[src/rtl/mem_stream_reader_pkg.sv]
// -----------------------------------------------------------------------------
// mem_stream_reader_pkg
// Shared types and default constants for the memory stream reader slice.
//   state_t        : top-level FSM encoding (IDLE, RUN, DRAIN, DONE)
//   DEF_ADDR_W     : default memory word-address width
//   DEF_DATA_W     : default memory / stream data width (multiple of 8)
//   DEF_FIFO_DEPTH : default output FIFO depth (power of two, >= 2)
//   PERF_W         : width of the stall performance counter
// -----------------------------------------------------------------------------
package mem_stream_reader_pkg;

  typedef enum logic [1:0] {
    IDLE  = 2'd0,
    RUN   = 2'd1,
    DRAIN = 2'd2,
    DONE  = 2'd3
  } state_t;

  localparam int DEF_ADDR_W     = 18;
  localparam int DEF_DATA_W     = 16;
  localparam int DEF_FIFO_DEPTH = 4;
  localparam int PERF_W         = 32;

endpackage

[src/rtl/mem_stream_reader_fifo.sv]
// -----------------------------------------------------------------------------
// mem_stream_reader_fifo
// Synchronous show-ahead FIFO. The head entry is always visible on o_pop_data;
// i_pop consumes it. Storage is not reset; only pointers and count are.
// Ports:
//   clk, reset   : clock, asynchronous active-high reset
//   i_push       : write i_push_data (ignored when full)
//   i_push_data  : entry to store
//   i_pop        : consume head entry (ignored when empty)
//   o_pop_data   : current head entry
//   o_count      : number of stored entries
//   o_full       : count == DEPTH
//   o_empty      : count == 0
// -----------------------------------------------------------------------------
module mem_stream_reader_fifo
  import mem_stream_reader_pkg::*;
#(
  parameter int DATA_W = DEF_DATA_W + 1,
  parameter int DEPTH  = DEF_FIFO_DEPTH
) (
  input  logic                           clk,
  input  logic                           reset,
  input  logic                           i_push,
  input  logic [DATA_W-1:0]              i_push_data,
  input  logic                           i_pop,
  output logic [DATA_W-1:0]              o_pop_data,
  output logic [$clog2(DEPTH+1)-1:0]     o_count,
  output logic                           o_full,
  output logic                           o_empty
);

  localparam int CNT_W = $clog2(DEPTH + 1);
  localparam int PTR_W = (DEPTH > 1) ? $clog2(DEPTH) : 1;

  logic [DATA_W-1:0] r_mem [DEPTH];
  logic [PTR_W-1:0]  r_wr_ptr;
  logic [PTR_W-1:0]  r_rd_ptr;
  logic [CNT_W-1:0]  r_count;
  logic              w_push_ok;
  logic              w_pop_ok;

  assign o_full     = (r_count == CNT_W'(DEPTH));
  assign o_empty    = (r_count == '0);
  assign o_count    = r_count;
  assign o_pop_data = r_mem[r_rd_ptr];
  assign w_push_ok  = i_push && !o_full;
  assign w_pop_ok   = i_pop && !o_empty;

  // Pointers wrap naturally because DEPTH is a power of two.
  always_ff @(posedge clk or posedge reset) begin
    if (reset) begin
      r_wr_ptr <= '0;
      r_rd_ptr <= '0;
      r_count  <= '0;
    end else begin
      if (w_push_ok) r_wr_ptr <= r_wr_ptr + PTR_W'(1);
      if (w_pop_ok)  r_rd_ptr <= r_rd_ptr + PTR_W'(1);
      case ({w_push_ok, w_pop_ok})
        2'b10:   r_count <= r_count + CNT_W'(1);
        2'b01:   r_count <= r_count - CNT_W'(1);
        default: r_count <= r_count;
      endcase
    end
  end

  always_ff @(posedge clk) begin
    if (w_push_ok) r_mem[r_wr_ptr] <= i_push_data;
  end

endmodule

[src/rtl/mem_stream_reader.sv]
// -----------------------------------------------------------------------------
// mem_stream_reader
// Avalon-MM read master for the single-port on-chip memory (read latency 1,
// no waitrequest). Reads `length` consecutive words starting at `base_addr`
// and presents them on a ready/valid stream, marking the final word with
// st_last. Reads are credit-limited so the output FIFO can never overflow,
// which lets the memory side run without any stall signalling.
//
// Ports:
//   clk, reset        : clock, asynchronous active-high reset
//   start             : begin transfer (sampled only in IDLE)
//   base_addr, length : block description, captured on accepted start
//   busy, done        : busy in RUN/DRAIN, one-cycle done pulse
//   avm_*             : Avalon-MM read master (chipselect = read strobe)
//   st_data/valid/ready/last : output stream
//   stall_cycles      : cycles with busy & st_valid & !st_ready
//
// Optional feature (macro MEM_STREAM_READER_PERF_EN): when defined,
// stall_cycles is a saturating counter cleared on reset and on each accepted
// start; when undefined it is tied to zero.
// -----------------------------------------------------------------------------
module mem_stream_reader
  import mem_stream_reader_pkg::*;
#(
  parameter int ADDR_W     = DEF_ADDR_W,
  parameter int DATA_W     = DEF_DATA_W,
  parameter int FIFO_DEPTH = DEF_FIFO_DEPTH
) (
  input  logic                clk,
  input  logic                reset,
  input  logic                start,
  input  logic [ADDR_W-1:0]   base_addr,
  input  logic [ADDR_W-1:0]   length,
  output logic                busy,
  output logic                done,
  output logic [ADDR_W-1:0]   avm_address,
  output logic                avm_chipselect,
  output logic                avm_write,
  output logic [DATA_W/8-1:0] avm_byteenable,
  output logic                avm_clken,
  input  logic [DATA_W-1:0]   avm_readdata,
  output logic [DATA_W-1:0]   st_data,
  output logic                st_valid,
  input  logic                st_ready,
  output logic                st_last,
  output logic [PERF_W-1:0]   stall_cycles
);

  localparam int CNT_W = $clog2(FIFO_DEPTH + 1);

  state_t             r_state;
  state_t             w_state_nxt;
  logic [ADDR_W-1:0]  r_cur_addr;
  logic [ADDR_W-1:0]  r_remaining;
  logic               r_rd_vld_p1;
  logic               r_rd_last_p1;

  logic               w_accept;
  logic               w_issue;
  logic               w_issue_last;
  logic               w_pop;
  logic [CNT_W:0]     w_inflight;
  logic [CNT_W-1:0]   w_fifo_count;
  logic               w_fifo_full;
  logic               w_fifo_empty;
  logic [DATA_W:0]    w_fifo_head;

  assign w_accept = (r_state == IDLE) && start;

  // Credit: words already buffered plus the one read in flight. The count is
  // the pre-pop value, so a same-cycle pop never grants an extra credit.
  assign w_inflight   = {1'b0, w_fifo_count} + {{CNT_W{1'b0}}, r_rd_vld_p1};
  assign w_issue      = (r_state == RUN) && (w_inflight < (CNT_W+1)'(FIFO_DEPTH));
  assign w_issue_last = w_issue && (r_remaining == ADDR_W'(1));
  assign w_pop        = st_valid && st_ready;

  always_comb begin
    w_state_nxt    = r_state;
    busy           = 1'b0;
    done           = 1'b0;
    avm_chipselect = w_issue;
    case (r_state)
      IDLE: begin
        if (start) w_state_nxt = (length != '0) ? RUN : DONE;
      end
      RUN: begin
        busy = 1'b1;
        if (w_issue_last) w_state_nxt = DRAIN;
      end
      DRAIN: begin
        busy = 1'b1;
        if (w_pop && st_last) w_state_nxt = DONE;
      end
      DONE: begin
        done        = 1'b1;
        w_state_nxt = IDLE;
      end
      default: w_state_nxt = IDLE;
    endcase
  end

  // p0: issue stage (address out) -> p1: read data returns and is pushed
  always_ff @(posedge clk or posedge reset) begin
    if (reset) begin
      r_state      <= IDLE;
      r_remaining  <= '0;
      r_rd_vld_p1  <= 1'b0;
      r_rd_last_p1 <= 1'b0;
    end else begin
      r_state      <= w_state_nxt;
      r_rd_vld_p1  <= w_issue;
      r_rd_last_p1 <= w_issue_last;
      if (w_accept)     r_remaining <= length;
      else if (w_issue) r_remaining <= r_remaining - ADDR_W'(1);
    end
  end

  // Address wraps modulo 2^ADDR_W by plain overflow.
  always_ff @(posedge clk) begin
    if (w_accept)     r_cur_addr <= base_addr;
    else if (w_issue) r_cur_addr <= r_cur_addr + ADDR_W'(1);
  end

  mem_stream_reader_fifo #(
    .DATA_W (DATA_W + 1),
    .DEPTH  (FIFO_DEPTH)
  ) u_fifo (
    .clk         (clk),
    .reset       (reset),
    .i_push      (r_rd_vld_p1),
    .i_push_data ({r_rd_last_p1, avm_readdata}),
    .i_pop       (w_pop),
    .o_pop_data  (w_fifo_head),
    .o_count     (w_fifo_count),
    .o_full      (w_fifo_full),
    .o_empty     (w_fifo_empty)
  );

  always_ff @(posedge clk) begin
    if (!reset) assert (!(r_rd_vld_p1 && w_fifo_full));
  end

  // Address and data are forced to zero when idle so the buses are quiet
  // out of reset rather than showing unreset storage.
  assign avm_address    = w_issue ? r_cur_addr : '0;
  assign avm_write      = 1'b0;
  assign avm_byteenable = '1;
  assign avm_clken      = 1'b1;
  assign st_valid       = !w_fifo_empty;
  assign st_data        = st_valid ? w_fifo_head[DATA_W-1:0] : '0;
  assign st_last        = st_valid && w_fifo_head[DATA_W];

`ifdef MEM_STREAM_READER_PERF_EN
  function automatic logic [PERF_W-1:0] sat_inc(input logic [PERF_W-1:0] v);
    return (&v) ? v : v + PERF_W'(1);
  endfunction

  logic [PERF_W-1:0] r_stall_cycles;

  always_ff @(posedge clk or posedge reset) begin
    if (reset)                              r_stall_cycles <= '0;
    else if (w_accept)                      r_stall_cycles <= '0;
    else if (busy && st_valid && !st_ready) r_stall_cycles <= sat_inc(r_stall_cycles);
  end

  assign stall_cycles = r_stall_cycles;
`else
  assign stall_cycles = '0;
`endif

endmodule

[config.mk]
export PLATFORM = sky130hd
export DESIGN_NAME = mem_stream_reader
export DESIGN_NICKNAME = d
export VERILOG_FILES = /design/src/rtl/mem_stream_reader_pkg.sv /design/src/rtl/mem_stream_reader_fifo.sv /design/src/rtl/mem_stream_reader.sv
export SDC_FILE = /design/constraint.sdc
export NUM_CORES = 1
export LEC_CHECK = 0
export CORE_MARGIN = 10
export CORE_UTILIZATION = 35
export CTS_CLUSTER_DIAMETER = 150
export DETAILED_ROUTE_END_ITERATION = 16
export PLACE_DENSITY = 0.59
export SLEW_MARGIN = 20
export SYNTH_ARGS = -nofsm -noshare
export SYNTH_HDL_FRONTEND = slang
export SYNTH_SLANG_ARGS = --single-unit
[constraint.sdc]
create_clock -name clk -period 6.3 [get_ports clk]
set_clock_uncertainty 0.05 [all_clocks]
set_input_delay 1.575 -clock clk [delete_from_list [all_inputs] [get_ports clk]]
set_output_delay 1.575 -clock clk [all_outputs]
set_load 0.01 [all_outputs]
==> summary.txt <==
Clocking
  • H-tree levels: 4
  • Clock latency on the worst-skew pair: 420 ps
  • Root buf cell: clkbuf_16
  • Hold buffers post-CTS: 0
  • CTS clk-pin slew, worst paths: 50 ps
  • CTS tree: done
  • Max Root-Sink Buffers: 2
  • Total CTS buffers: 17
  • CTS sink count: 115
  • Post-CTS sizing: 0
  • Post-CTS setup buffers: 0

Finish
  • N_diodes: 0
  • Layout cell share with drive strength beyond 1: 0.0956
  • Nets: 622
  • Most common cell after layout, fill and taps aside: clkdlybuf4s50_1
  • Register area: 3310 um^2
  • Area Growth Syn to Fin: 27.8%
  • Core Util, Final: 0.458
  • Area of the multi-input gates: 2150 um^2
  • Non-Filler Instances: 781
  • Design area: 7330 um^2
  • Most frequent cells in the layout: clkdlybuf4s50_1, edfxtp_1, nand2_1
  • Filler Cell Count: 1497

GRT
  • First-pass GRT wire length: 20700 um
  • Number of global-route vias before repair: 4013
  • Largest net degree at the start of global routing: 67
  • GR Util All Layers: 0.120
  • Initial antenna violation count: 0
  • Overflow after GRT: 0

Placed design
  • Routability Congestion: 0.811
  • Area after DPL: 6740 um^2
  • Port Buffers: 94
  • Pre-CTS setup slack: 2220 ps
  • Placed instance count: 749
  • Post-DP HPWL: 8980 um

Pwr
  • Pwr Density: 467 nW/um^2
  • Max IR drop VDD: 0.259 mV
  • Total Power: 3.42 mW
  • Lkg Pwr: 2.59 nW

Floorplanning
  • Top Ports: 131
  • Initial Utilization: 0.358
  • Row cnt: 46
  • Die ar.: 21900 um^2
  • Core area: 16000 um^2
  • Chip Width: 148 um
  • Die Ht: 148 um

Run
  • Max cap viols: 0

Timing
  • Final worst slack: 1820 ps
  • Post-layout min period: 4480 ps
  • Setup_tns: 0 ps
  • Unrepaired setup endpoints after global routing: no
  • Slew Viols, Final: 0
  • Endpoints failing hold: 0
  • Worst Max-Slew Pin Slew: 986 ps
  • F_max: 223 MHz
  • Setup-failing EPs final: 0
  • Slew HR: 0.343
  • Tcrit/Tclk final: 0.711
  • Worst hold margin: 440 ps

Drt
  • Pre-antenna DRT Iters: 4
  • Post-DR vias/cell: 4.72
  • # DRC: 0
  • Vias: 3685
  • Initial drt markers: 167
  • Post-route ant nets: 0
  • Final wirelength: 12900 um
  • Routed wire per std cell: 16.5 um

Yosys
  • Share of the synthesized area in the top cell type: 0.450
  • Number of synthesized register bits: 115
  • Mapped Area: 5730 um^2
  • Synth warnings: 0
  • Area leader, netlist: edfxtp_1
  • Seq/Total Area, Yosys: 0.577
  • Syn avg cell area: 12.5 um^2
  • Synthesized netlist cell count: 457
  • Count of cell types in the netlist: 41
  • Main area contributors after synthesis: edfxtp_1, dfrtp_1, mux4_2, buf_4, and2_1

Setup path
  • Arrival time at the worst endpoint: 2850 ps
  • WS Path Type: register to primary output
  • CP Max Fanout: 15
  • Critical Path RT: 4680 ps
  • Crit start category: register
  • FF-to-FF path depth: 8
  • CP Capture Type: primary output

Min path
  • HP Class: register to register
  • Worst Hold Depth: 0

Status
  • Outcome: complete, no violations
-- worst max-delay path, cell delays in order (launching register included) --
cell             delay, ps
dfrtp_1                990
buf_4                  310
mux4_2                 500
and2_1                 160
clkdlybuf4s50_1        470
-- worst paths after layout --
path | slack [ps] | startpoint | end
worst max-delay path | 1820 | u_fifo.r_rd_ptr[0] | st_data[8]
worst min-delay path | 440 | r_rd_last_p1 | u_fifo.r_mem[2][16]
worst max register to register | 3800 | u_fifo.o_count[2] | u_fifo.o_count[2]
worst min register to register | 440 | r_rd_last_p1 | u_fifo.r_mem[2][16]
max in group asynchronous | 4410 | reset | u_fifo.r_wr_ptr[0]
min in group asynchronous | 1490 | reset | r_remaining[13]
-- cell families (layout without fill, tap and decap cells) --
group	after synthesis	count (layout)	synth area share
multiplexers	20	20	0.0720
buffers and inverters	70	144	0.0716
AND/OR/NAND/NOR	157	157	0.150
AO/OA/AOI/OAI	40	40	0.0367
adder cells (fa/ha/maj)	14	14	0.0319
flip-flops	115	115	0.577
other	2	36	0.00131
XOR/XNOR	39	39	0.0596
-- sequential cells by signal, indices dropped and copies added (netlist names) --
name / count
u_fifo.r_rd_ptr: 2
u_fifo.r_wr_ptr: 2
u_fifo.r_mem: 68
r_remaining: 18
u_fifo.o_count: 3
r_rd_last_p1: 1
r_cur_addr: 18
r_state: 2
r_rd_vld_p1: 1
-- cell usage after synthesis --
| library cell | count |
|---|---|
| nand3_1 | 8 |
| and3_1 | 9 |
| buf_6 | 1 |
| and4_1 | 3 |
| o21ai_0 | 20 |
| nand2b_4 | 1 |
| and2_1 | 41 |
| and3b_1 | 1 |
| inv_1 | 16 |
| conb_1 | 2 |
| fa_1 | 1 |
| nor4b_1 | 1 |
| xor2_1 | 24 |
| nand4_1 | 7 |
| buf_4 | 36 |
| nor3_2 | 3 |
| or4b_1 | 1 |
| and3_4 | 1 |
| nor3_1 | 3 |
| nor2_1 | 13 |
| or4_1 | 2 |
| xnor2_1 | 15 |
| nand4b_1 | 1 |
| mux4_2 | 17 |
| dfrtp_1 | 29 |
| nand2_1 | 51 |
| o21ai_1 | 13 |
| a31oi_1 | 1 |
| a221o_1 | 1 |
| nand3b_1 | 1 |
| mux2i_1 | 3 |
| or3_1 | 1 |
| nor4_1 | 7 |
| or2_1 | 1 |
| clkbuf_1 | 13 |
| o31a_1 | 1 |
| edfxtp_1 | 86 |
| buf_2 | 4 |
| a21oi_1 | 4 |
| ha_1 | 13 |
| nor4_2 | 1 |
-- cell type report --
type                    instances  share of cell area
flip-flops and latches        115               0.451
clock buffers                  18              0.0585
clock inverters                14              0.0220
inverters                      16             0.00819
well taps                     216              0.0369
repair buffers                 96               0.130
multi-input cells             306               0.293
-- where the power goes --
| group | switching (mW) | leakage (nW) | internal, mW |
|---|---|---|---|
| clock network | 0.337 | 0.283 | 0.618 |
| logic | 0.536 | 1.21 | 0.644 |
| registers | 0.193 | 1.10 | 1.10 |
| total | 1.07 | 2.59 | 2.36 |
-- routing by layer --
| metal | global-route usage | vias to the layer above | share of wire |
|---|---|---|---|
| met3 | 0.0531 | 16 | 0.074 |
| li1 | - | 1742 | - |
| met2 | 0.194 | 122 | 0.48 |
| met4 | 0.0451 | 0 | 0.015 |
| met5 | 0 | - | 0 |
| met1 | 0.137 | 1805 | 0.43 |
Power figures use the tool's default switching activity.
